File: src/rtl/bn_nibble_serial_adder.sv
// Multi-cycle N-bit adder: one 4-bit carry-lookahead slice is reused once per nibble,
// with the inter-nibble carry held in a register. Valid/ready handshakes on both sides.
module bn_nibble_serial_adder #(
  parameter int unsigned N = 16
) (
  input  logic         clk,
  input  logic         rst,
  input  logic         in_valid,
  output logic         in_ready,
  input  logic [N-1:0] X,
  input  logic [N-1:0] Y,
  input  logic         C_in,
  output logic         out_valid,
  input  logic         out_ready,
  output logic [N-1:0] Z,
  output logic         C_out,
  output logic         overflow
);

  localparam int unsigned Nibbles = N / 4;
  localparam int unsigned KW      = (Nibbles > 1) ? $clog2(Nibbles) : 1;
  localparam logic [KW-1:0] KLast = KW'(Nibbles - 1);

  typedef enum logic [1:0] {StIdle, StRun, StDone} state_e;

  state_e        state_q, state_d;
  logic [KW-1:0] k_q, k_d;
  logic          carry_q, carry_d;
  logic [N-1:0]  x_q, x_d;
  logic [N-1:0]  y_q, y_d;
  logic [N-1:0]  z_q, z_d;
  logic          c_out_q, c_out_d;
  logic          ovf_q, ovf_d;

  // Nibble k lives at bit offset 4k.
  logic [KW+1:0] bit_idx;
  assign bit_idx = {k_q, 2'b00};

  // 4-bit carry-lookahead slice.
  logic [3:0] nib_a, nib_b, nib_g, nib_p, nib_sum;
  logic [4:0] nib_c;

  always_comb begin
    nib_a    = x_q[bit_idx +: 4];
    nib_b    = y_q[bit_idx +: 4];
    nib_g    = nib_a & nib_b;
    nib_p    = nib_a ^ nib_b;
    nib_c[0] = carry_q;
    nib_c[1] = nib_g[0] | (nib_p[0] & nib_c[0]);
    nib_c[2] = nib_g[1] | (nib_p[1] & nib_g[0]) | (nib_p[1] & nib_p[0] & nib_c[0]);
    nib_c[3] = nib_g[2] | (nib_p[2] & nib_g[1]) | (nib_p[2] & nib_p[1] & nib_g[0])
             | (nib_p[2] & nib_p[1] & nib_p[0] & nib_c[0]);
    nib_c[4] = nib_g[3] | (nib_p[3] & nib_g[2]) | (nib_p[3] & nib_p[2] & nib_g[1])
             | (nib_p[3] & nib_p[2] & nib_p[1] & nib_g[0])
             | (nib_p[3] & nib_p[2] & nib_p[1] & nib_p[0] & nib_c[0]);
    nib_sum  = nib_p ^ nib_c[3:0];
  end

  always_comb begin
    state_d = state_q;
    k_d     = k_q;
    carry_d = carry_q;
    x_d     = x_q;
    y_d     = y_q;
    z_d     = z_q;
    c_out_d = c_out_q;
    ovf_d   = ovf_q;
    unique case (state_q)
      StIdle: begin
        if (in_valid) begin
          state_d = StRun;
          x_d     = X;
          y_d     = Y;
          carry_d = C_in;
          k_d     = '0;
        end
      end
      StRun: begin
        z_d[bit_idx +: 4] = nib_sum;
        carry_d           = nib_c[4];
        k_d               = k_q + KW'(1);
        if (k_q == KLast) begin
          // Only the top nibble's carries define the word-level flags.
          c_out_d = nib_c[4];
          ovf_d   = nib_c[3] ^ nib_c[4];
          k_d     = '0;
          state_d = StDone;
        end
      end
      StDone: begin
        if (out_ready) state_d = StIdle;
      end
      default: state_d = StIdle;
    endcase
  end

  always_ff @(posedge clk) begin
    if (rst) begin
      state_q <= StIdle;
      k_q     <= '0;
      carry_q <= 1'b0;
      x_q     <= '0;
      y_q     <= '0;
      z_q     <= '0;
      c_out_q <= 1'b0;
      ovf_q   <= 1'b0;
    end else begin
      state_q <= state_d;
      k_q     <= k_d;
      carry_q <= carry_d;
      x_q     <= x_d;
      y_q     <= y_d;
      z_q     <= z_d;
      c_out_q <= c_out_d;
      ovf_q   <= ovf_d;
    end
  end

  assign in_ready  = (state_q == StIdle);
  assign out_valid = (state_q == StDone);
  assign Z         = z_q;
  assign C_out     = c_out_q;
  assign overflow  = ovf_q;

endmodule

File: config.mk
export PLATFORM = sky130hd
export DESIGN_NAME = bn_nibble_serial_adder
export DESIGN_NICKNAME = d
export VERILOG_FILES = /design/src/rtl/bn_nibble_serial_adder.sv
export SDC_FILE = /design/constraint.sdc
export NUM_CORES = 1
export LEC_CHECK = 0
export CAP_MARGIN = 10
export CELL_PAD_IN_SITES_DETAIL_PLACEMENT = 1
export CELL_PAD_IN_SITES_GLOBAL_PLACEMENT = 1
export CORE_MARGIN = 2
export CORE_UTILIZATION = 36
export CTS_CLUSTER_SIZE = 24
export DETAILED_ROUTE_END_ITERATION = 10
export GPL_TIMING_DRIVEN = 0
export HOLD_SLACK_MARGIN = 0.08
export PLACE_DENSITY = 0.84
export RECOVER_POWER = 50
export SLEW_MARGIN = 20
export SYNTH_ARGS = -nofsm -noshare
export SYNTH_HDL_FRONTEND = slang
export SYNTH_SLANG_ARGS = --single-unit
File: constraint.sdc
create_clock -name clk -period 3.9 [get_ports clk]
set_input_delay 0.78 -clock clk [delete_from_list [all_inputs] [get_ports clk]]
set_output_delay 0.78 -clock clk [all_outputs]
set_load 0.02 [all_outputs]
# Word-level counts from Yosys, hierarchy flattened
# Index checks and enable logic that the tools add are counted.
word_totals:
  regBits: 55
  latchBits: 0
  ram_bits: 0
  mem_bits_ro: 0
  in_bits: 37
  wordCells: 66
  memories: 0
op_classes:
  n_addsub: 2
  multipliers: 0
  div_mod_pow: 0
  magnitude_cmp: 0
  n_eq_ne: 6
  n_shift: 4
  mux: 10
  bitwise: 30
  n_reduce_logical: 6
ops:
  columns: ["operator", "n"]
  rows:
  - ["variable part select 16 x 5 -> 4 bit", 2]
  - ["AND 1 bit", 16]
  - ["bitwise mux 16 bit", 1]
  - ["variable shift 4 x 6 -> 16 bit (first input constant)", 1]
  - ["variable part select 4 x 6 -> 16 bit", 1]
  - ["2-to-1 mux 2 bit", 5]
  - ["OR 1 bit", 10]
  - ["XOR 4 bit", 2]
  - ["negation 4 -> 6 bit", 1]
  - ["one-hot mux 2 bit (3 select lines)", 1]
  - ["AND reduction 2 bit", 3]
  - ["AND 4 bit", 1]
  - ["== test 2 bit (second input constant)", 2]
  - ["!= test 2 bit (second input constant)", 2]
  - ["one-hot mux 2 bit (2 select lines)", 1]
  - ["AND reduction 3 bit", 1]
  - ["adder 2 x 1 -> 2 bit (second input constant)", 1]
  - ["== test 2 x 1 -> 1 bit (second input constant)", 1]
  - ["logical NOT 2 bit", 1]
  - ["!= test 2 x 1 -> 1 bit (second input constant)", 1]
  - ["one-hot mux 1 bit (2 select lines)", 1]
  - ["nonzero test 2 bit", 1]
  - ["2-to-1 mux 1 bit", 1]
  - ["XOR 1 bit", 1]

# Longest topological paths before layout
# Gate-level depths: netlist (run 1).
logic_depth:
  ltp_word: 9
  depth_mapped: 7
  mapped_depth_nobuf: 6

# Worst setup path before layout (run 1)
# OpenSTA, ideal clock, no wires.
synth_path:
  path_kind: "reg-to-reg"
  from: "register k_q[0]"
  to: "register z_q[3] (netlist: Z[3])"
  setup_ns: 0.128
  t_arrival_ns: 2.259
  required_ns: 3.772
  path_slack_ns: 1.513
  stages_incl_launch_ff: 8
  n_path_buf: 1
  path_cell_list: "dfxtp_1 buf_4 mux4_2 ha_1 a41oi_1 o21ai_2 xnor2_1 o31ai_1"
synth_via:
  elab_chain_cells: 9
  elab_cells_between_ends: 24
synth_lines:
  columns: ["element", "line_no", "source"]
  rows:
  - ["from (decl)", "27", "logic [KW-1:0] k_q, k_d;"]
  - ["from (signal assigned)", "109", "k_q <= k_d;"]
  - ["variable part select 16 x 5 -> 4 bit (on tied branches)", "44, 45", null]
  - ["XOR 4 bit / AND 4 bit (equally long branches)", "47, 46", null]
  - ["AND 1 bit (on tied branches)", "51, 52", null]
  - ["OR 1 bit, or another cell as far along", "51", "nib_c[3] = nib_g[2] | (nib_p[2] & nib_g[1]) | (nib_p[2] & nib_p[1] & nib_g[0])"]
  - ["OR 1 bit / AND 1 bit (equally long branches)", "51, 52", null]
  - ["OR 1 bit", "52", "| (nib_p[2] & nib_p[1] & nib_p[0] & nib_c[0]);"]
  - ["XOR 4 bit", "56", "nib_sum = nib_p ^ nib_c[3:0];"]
  - ["variable part select 4 x 6 -> 16 bit", "79", "z_d[bit_idx +: 4] = nib_sum;"]
  - ["bitwise mux 16 bit *", "79", null]
  - ["to (signal assigned)", "113", "z_q <= z_d;"]
  - ["to (decl)", "31", "logic [N-1:0] z_q, z_d;"]
# Every way passes the cells marked *; elsewhere a longest branch is shown, timed or not.
# A chain may end at the register's enable or synchronous reset.

# Worst setup path in the final report (run 1)
# Same ends and word-level chain as after synthesis.

==> results of run 1 <==
-- stage by stage --
| stage | power [uW] | hold slack, ns | util (%) | setup slack, ns | std cells |
|---|---|---|---|---|---|
| after detailed placement | 817 | 0.448 | 46.3 | 0.994 | 412 |
| after global routing | 1180 | 0.485 | 47.6 | 0.816 | 420 |
| after global placement | 804 | 0.440 | 46.3 | 1.10 | 412 |
| after floorplan | 727 | 0.433 | - | 1.51 | 277 |
| after CTS | 1140 | 0.463 | 47.7 | 0.958 | 420 |
| final | 1140 | 0.462 | 47.6 | 0.948 | 420 |
-- registers in the layout, indices dropped and copies added (netlist names) --
| signal | cells |
|---|---|
| C_out | 1 |
| Z | 16 |
| carry_q | 1 |
| k_q | 2 |
| overflow | 1 |
| state_q | 2 |
| x_q | 16 |
| y_q | 16 |
-- worst max-delay path, cell delays in order (launching register included) --
cell and delay [ns]:
dfxtp_1 0.56, buf_4 0.31, mux4_2 0.59, ha_1 0.34, a41oi_1 0.28, o21ai_2 0.15, xnor2_1 0.45, o31ai_1 0.14
-- worst max path at each step --
stage / to / cells past startpoint
after floorplan: Z[3] / 7
after global placement: Z[3] / 7
after detailed placement: Z[3] / 7
after CTS: Z[3] / 7
after global routing: Z[7] / 7
final: Z[3] / 7
-- layout make-up --
| type | count | area share (%) |
|---|---|---|
| flip-flops and latches | 55 | 34.6 |
| clock buffers | 5 | 2.16 |
| multi-input cells | 198 | 39.0 |
| well taps | 80 | 3.14 |
| clock inverters | 3 | 0.786 |
| inverters | 7 | 0.825 |
| plain buffers | 17 | 2.20 |
| repair buffers | 55 | 17.3 |
-- power by group through the flow --
stage	clock, uW	sequential [uW]	combinational, uW
after global routing	354	608	217
final	334	605	197
after detailed placement	0	618	198
after global placement	0	616	189
after floorplan	0	614	113
after CTS	338	605	200
-- cells by family (layout without fill, tap and decap cells) --
kind of cell	Yosys count	count (layout)	synth area share (%)
buf+inv	24	87	4.15
flops	55	55	45.1
xor+xnor	2	2	0.717
fa+ha+maj	12	12	6.45
compound gates	65	65	16.0
mux	9	9	7.78
simple gates	110	110	19.9
-- layout by cell type, fill, tap and decap left out, drive strengths merged, types with 7 or more instances in the layout --
cell / n
a21oi: 41
a22oi: 8
clkbuf: 19
clkdlybuf4s50: 53
dfxtp: 55
ha: 11
inv: 7
mux4: 8
nand2: 71
nor2: 17
-- metal layers --
layer  wire, um  share of wire, %  global-route usage [%]
met4         91               1.3                    5.68
met1       2990                43                    22.7
met3        182               2.6                    2.67
met5          0                 0                       0
met2       3650                53                    36.0
==> metrics.txt, run 1 <==
largest net degree at the start of global routing 19; CP Class reg -> reg; worst rel slew slack about two thirds; Critical path origin k_q[0]; Detailed Place HPWL 5300 um; deepest level of the CTS H-tree 2; syn_nets between 300 and 400; Post-Syn Area around 2400 um^2; Synth top area share 45.1%; slew of the pin with the lowest slew margin 0.521 ns; minimum clock period 2.95 ns; Setup TNS Final 0 ns; Top FF cell, synth dfxtp_1; number of global-route vias before repair 2340; Logic pwr share about 17%; Post-CTS Setup Bufs 0; starting density of the core between 30% and 40%; sequential area share after synthesis a little under half; cell type with the largest total area after synthesis dfxtp_1; clk sink count 55; status completed; Power Dens Cells between 300 and 400 nW/um^2; ys async rst share 0%; total number of vias about 2200; CTS Hold Bufs 0; CTS Buf Count 5; Ant. Diodes 0; Hold Startpoint y_q[6]; placed cell area between 3000 and 4000 um^2; WP data arrival approximately 3.2 ns; PortBufs 55; detailed router's first-iteration violation count just over 80; area of the multi-input gates around 1200 um^2; ranking of synthesized cells by area dfxtp_1 45%, nand2_1 11%, a21oi_1 8.4%; CTS clock-pin slew for the worst setup and hold paths around 0.11 ns; RR Startpoint k_q[0]; fin crit share between 70% and 80%; WHS Path Cells 2; Avg WL per Cell around 16 um; Post-Syn Instances approximately 280; share of post-route cells with drive strength above 1 just over 6%; most common cell in the netlist nand2_1; reg2reg path depth 7; Worst Path Max Fanout 10; RD Place Congestion 0.748; initial antenna violation count 0; Nets roughly 390; reg2reg end Z[3]; Synth warnings 0; TritonCTS clock tree built; io pins 57; clk root buf clkbuf_8; # setup viols final 0; die height 86.4 um; Vias/cell ~5.3; commonest cells in the netlist 71 x nand2_1, 55 x dfxtp_1, 41 x a21oi_1, 16 x nor2_1, 11 x ha_1; Rows 30; leakage power between 0.001 and 0.0015 uW; max cap viols 0; Sequential Area 1100 um^2; f_max roughly 0.34 GHz; Fillers 828; Fin. Hold Viols 0; clk_lat worst skew about 0.32 ns; post-route antenna net violation count 0; WHS Endpoint y_q[6]; Hold Crit Class reg -> reg; Synth Area per Inst between 8 and 9 um^2; Max IR drop VDD between 0.15 and 0.2 mV; Yosys reg bits 55; 1st-pass router iterations 4; sw frac approximately 30%; synth unique cells 37; Clock power frac approximately 29%; Core Footprint between 6000 and 7000 um^2; GR Overflow Total 0; number of synthesized flops with an enable pin 0; clock skew slightly above 0.007 ns; drt drc 0; switching power 331 uW; Seq pwr share a little over half; die width about 86 um; final instance area between 3000 and 4000 um^2; Clock Tree Buf Depth 2; crit start category register; internal reg-to-reg setup slack roughly 0.95 ns; area growth from synthesis to layout 30.3%; Resized cells post-CTS 0; first-pass GRT wire length approximately 11000 um; Tot GR Track Use a little under 20%; CP endpoint kind register; die footprint between 7000 and 8000 um^2; P_int 805 uW; RSZ-0062 raised after global routing no; max-slew violations 0; worst path required time ~4.1 ns; final WL around 6900 um
No activity file was read; power rests on OpenSTA's default activity.
==> run 2, diff against run 1 <==
Clock period 3.9 ns to 3 ns, I/O delays scaled along.
==> run 2 against run 1 <==
Compared with the run above: cell count is the same; clock skew grew 0.0014 ns; sequential power grew 30%; critical endpoint is now overflow.
==> metrics.txt, run 2 (synthesis gave the netlist of run 1 again) <==
CTS Hold Bufs 0; status completed; Critical path origin k_q[0]; CP endpoint kind register; slew of the pin with the lowest slew margin approximately 0.55 ns; io pins 57; share of post-route cells with drive strength above 1 under 10%; Detailed Place HPWL between 5000 and 6000 um; first-pass GRT wire length 11100 um; post-route antenna net violation count 0; CP Class reg -> reg; minimum clock period between 2 and 3 ns; 1st-pass router iterations 4; WP data arrival between 3 and 4 ns; clk root buf clkbuf_8; Clock Tree Buf Depth 2; Max IR drop VDD roughly 0.2 mV; Ant. Diodes 0; Crit-path slowest cell mux4_2; Tot Pwr between 1000 and 1500 uW; Hold WS 0.462 ns; starting density of the core 36.6%; Worst Path Max Fanout 10; Avg WL per Cell ~16 um; Clock power frac a little under 30%; Seq pwr share 53.0%; Fin. Hold Viols 0; detailed router's first-iteration violation count 75; max cap viols 0; GR Overflow Total 0; Hold Crit Class reg -> reg; total number of vias ~2200; Tot GR Track Use about a fifth; Core Footprint between 6000 and 7000 um^2; f_max approximately 0.36 GHz; Logic pwr share approximately 18%; drt drc 0; delay-heaviest family, CP multiplexers; Non-Filler Instances 420; RD Place Congestion 0.748; clock skew between 0.008 and 0.009 ns; die height between 80 and 90 um; internal reg-to-reg setup slack 0.20 ns; P_int between 1000 and 1500 uW; commonest non-fill, non-tap cells in the layout 71 x nand2_1, 55 x dfxtp_1, 55 x clkdlybuf4s50_1, 41 x a21oi_1, 16 x nor2_1; clk sink count 55; peak per-stage delay on the critical path around 0.60 ns; most common cell after layout, fill and taps aside nand2_1; placed cells 412; CTS clock-pin slew for the worst setup and hold paths roughly 0.11 ns; CP cell instances buf_4, mux4_2, ha_1, a41oi_1, o21ai_2, mux2i_1, a311oi_1; crit start category register; clk_lat worst skew between 0.3 and 0.4 ns; number of global-route vias before repair ~2300; sw frac around 29%; area growth from synthesis to layout 30.8%; die footprint around 7500 um^2; RSZ-0062 raised after global routing no; Power Dens Cells between 400 and 500 nW/um^2; Fillers ~830; crit path to overflow; RR Startpoint k_q[0]; reg2reg end overflow; PortBufs 55; max-slew violations 0; critical path depth 7; Vias/cell ~5.3; leakage power 0.00117 uW; Setup TNS Final 0 ns; fin crit share approximately 93%; die width between 80 and 90 um; Buf+Inv Stages, Crit Path 1; largest net degree at the start of global routing 19; placed cell area 3090 um^2; WHS Path Cells 2; Nets roughly 390; CTS Buf Count 5; final instance area 3200 um^2; worst rel slew slack roughly 63%; Rows 30; # setup viols final 0; switching power roughly 430 uW; worst path required time approximately 3.2 ns; final WL roughly 6900 um; reg2reg path depth 7; TritonCTS clock tree built; initial antenna violation count 0; deepest level of the CTS H-tree 2
## run 2: worst reg2reg max path: cells and delay by family (launching register included)
kind	cells	cell delay [ns]
compound gates	3	0.74
fa+ha+maj	1	0.34
buf+inv	1	0.31
flops	1	0.57
mux	2	0.75
## run 2: power by group through the flow
stage,sequential (uW),clock [uW],combinational (uW)
global route,791,460,287
finish,787,436,261
CTS,787,439,260
floorplan,798,0,147
detailed placement,804,0,258
global placement,800,0,245
## run 2: layout make-up
type                       count  area (um^2)  area share, %
multi-input combinational    198         1250           39.1
inverter                       7         26.3          0.822
sequential                    55         1100           34.5
tap                           80          100           3.13
timing repair buffer          55          551           17.2
clock buffer                   5         68.8           2.15
buffer                        17         75.1           2.35
clock inverter                 3         25.0          0.783
## run 2: what timing repair did
item                       in CTS  in global routing
resized for setup               0                  1
setup endpoints to repair       0                  4
setup buffers                   0                  0
## run 2: how the worst min path moves through the flow
| stage | start | end |
|---|---|---|
| after detailed placement | y_q[3] | y_q[3] |
| final | y_q[3] | y_q[3] |
| after global routing | y_q[3] | y_q[3] |
| after CTS | y_q[3] | y_q[3] |
| after global placement | y_q[3] | y_q[3] |
| after floorplan | x_q[10] | x_q[10] |
## run 2: per-layer routing
metal | vias up | global-route usage [%] | wire (um)
met4 | 0 | 5.68 | 87
met1 | 1086 | 22.7 | 3030
li1 | 1075 | - | -
met2 | 38 | 36.0 | 3630
met5 | - | 0 | 0
met3 | 9 | 2.67 | 155
## run 2: stage by stage
stage / util (%) / setup WS, ns
finish: 47.8 / 0.197
global route: 47.8 / 0.00805
CTS: 47.7 / 0.0576
detailed placement: 46.3 / 0.0941
global placement: 46.3 / 0.204
floorplan: - / 0.613
==> run 3, diff against run 2 <==
Settings changed: CTS_BUF_LIST set to sky130_fd_sc_hd__clkbuf_4.
==> run 3 against run 2 <==
Compared with the run above: worst setup slack worse by 0.038 ns; critical path depth unchanged; first-iteration DRC count is 21% lower; total power is 6.1% lower; sequential share of layout area grew 0.35 points; worst hold slack gained 0.0051 ns; clock power is 21% lower; via count is 0.68% higher; largest power group unchanged.
==> metrics.txt, run 3 (synthesis gave the netlist of run 1 again) <==
status completed; drt drc 0; starting density of the core a little over a third; share of post-route cells with drive strength above 1 7.35%; detailed router's first-iteration violation count 59; deepest level of the CTS H-tree 2; f_max about 0.35 GHz; Buf+Inv Stages, Crit Path 1; number of global-route vias before repair about 2300; die width ~86 um; slew of the pin with the lowest slew margin 0.526 ns; critical path depth 7; area growth from synthesis to layout 29.4%; io pins between 50 and 60; Crit-path slowest cell mux4_2; Hold Crit Class reg -> reg; Rows 30; clk root buf clkbuf_4; # setup viols final 0; final instance area roughly 3200 um^2; internal reg-to-reg setup slack between 0.15 and 0.2 ns; Ant. Diodes 0; Setup TNS Final 0 ns; Fin. Hold Viols 0; crit start category register; delay-heaviest family, CP compound AO/OA/AOI/OAI gates; Clock Tree Buf Depth 2; worst path required time between 3 and 4 ns; commonest non-fill, non-tap cells in the layout 71 x nand2_1, 55 x dfxtp_1, 54 x clkdlybuf4s50_1, 41 x a21oi_1, 16 x nor2_1; RD Place Congestion ~0.75; leakage power between 0.001 and 0.0015 uW; CTS Hold Bufs 0; TritonCTS clock tree built; post-route antenna net violation count 0; clock skew ~0.011 ns; die height approximately 86 um; crit path to overflow; peak per-stage delay on the critical path around 0.6 ns; clk sink count between 50 and 60; GR Overflow Total 0; PortBufs 55; total number of vias 2223; RR Startpoint k_q[0]; final WL 6940 um; Max IR drop VDD roughly 0.28 mV; die footprint ~7500 um^2; reg2reg end overflow; placed cell area just over 3000 um^2; Nets roughly 390; first-pass GRT wire length approximately 11000 um; Power Dens Cells between 400 and 500 nW/um^2; WP data arrival 3.13 ns; Detailed Place HPWL between 5000 and 6000 um; worst rel slew slack 64.5%; CTS Buf Count 5; Tot GR Track Use ~19%; RSZ-0062 raised after global routing no; CP cell instances buf_4, mux4_2, ha_1, a41oi_1, o21ai_2, mux2i_1, a311oi_1; max-slew violations 0; 1st-pass router iterations 4; CP endpoint kind register; reg2reg path depth 7; CP Class reg -> reg; largest net degree at the start of global routing 19; initial antenna violation count 0; clk_lat worst skew 0.38 ns; Worst Path Max Fanout 10; max cap viols 0; Core Footprint roughly 6700 um^2; minimum clock period approximately 2.8 ns; Avg WL per Cell 16.5 um; CTS clock-pin slew for the worst setup and hold paths about 0.16 ns; fin crit share between 90 and 100%; Critical path origin k_q[0]; most common cell after layout, fill and taps aside nand2_1; Vias/cell about 5.3
run 3: worst min path at each step:
stage | startpoint | to | cells past startpoint
CTS | y_q[3] | y_q[3] | 2
global route | y_q[3] | y_q[3] | 2
floorplan | x_q[10] | x_q[10] | 2
global placement | y_q[3] | y_q[3] | 2
finish | y_q[6] | y_q[6] | 2
detailed placement | y_q[3] | y_q[3] | 2
run 3: area by class of cell:
type                    instances  area, um^2
fillers                       833        3520
multi-input cells             198        1250
flip-flops and latches         55        1100
repair buffers                 55         551
well taps                      80         100
plain buffers                  17        73.8
clock buffers                   5        37.5
inverters                       7        26.3
clock inverters                 3        25.0
run 3: routing by layer:
| layer | part of all wire, % | vias to the layer above | GRT usage (%) |
|---|---|---|---|
| li1 | - | 1084 | - |
| met1 | 43 | 1089 | 22.5 |
| met2 | 53 | 44 | 36.4 |
| met3 | 2.7 | 6 | 2.95 |
| met4 | 0.89 | 0 | 4.40 |
| met5 | 0 | - | 0 |
run 3: worst register-to-register path, cell delays in order, from the launching register on:
cell and delay (ns):
dfxtp_1 0.59, buf_4 0.31, mux4_2 0.60, ha_1 0.34, a41oi_1 0.28, o21ai_2 0.16
mux2i_1 0.15, a311oi_1 0.32
run 3: through the flow:
stage / utilization, % / power, uW / hold slack [ns] / setup WS (ns) / std cells
after global placement: 46.3 / 1050 / 0.440 / 0.204 / 412
after floorplan: - / 945 / 0.433 / 0.613 / 277
final: 47.3 / 1390 / 0.467 / 0.160 / 420
after CTS: 47.2 / 1400 / 0.469 / 0.0671 / 420
after global routing: 47.3 / 1460 / 0.490 / 0.0137 / 420
after detailed placement: 46.3 / 1060 / 0.448 / 0.0941 / 412
run 3: timing repair:
item	CTS	global route
buffers inserted	0	0
resized for setup	0	1
endpoints found under the setup margin	0	4
endpoints found under the hold margin	0	0
run 3: power by group:
part           internal [uW]  switching [uW]  leakage (uW)
clock network           94.7             250     0.0000314
logic                    118             142      0.000670
registers                764            23.7      0.000449
total                    977             416       0.00115
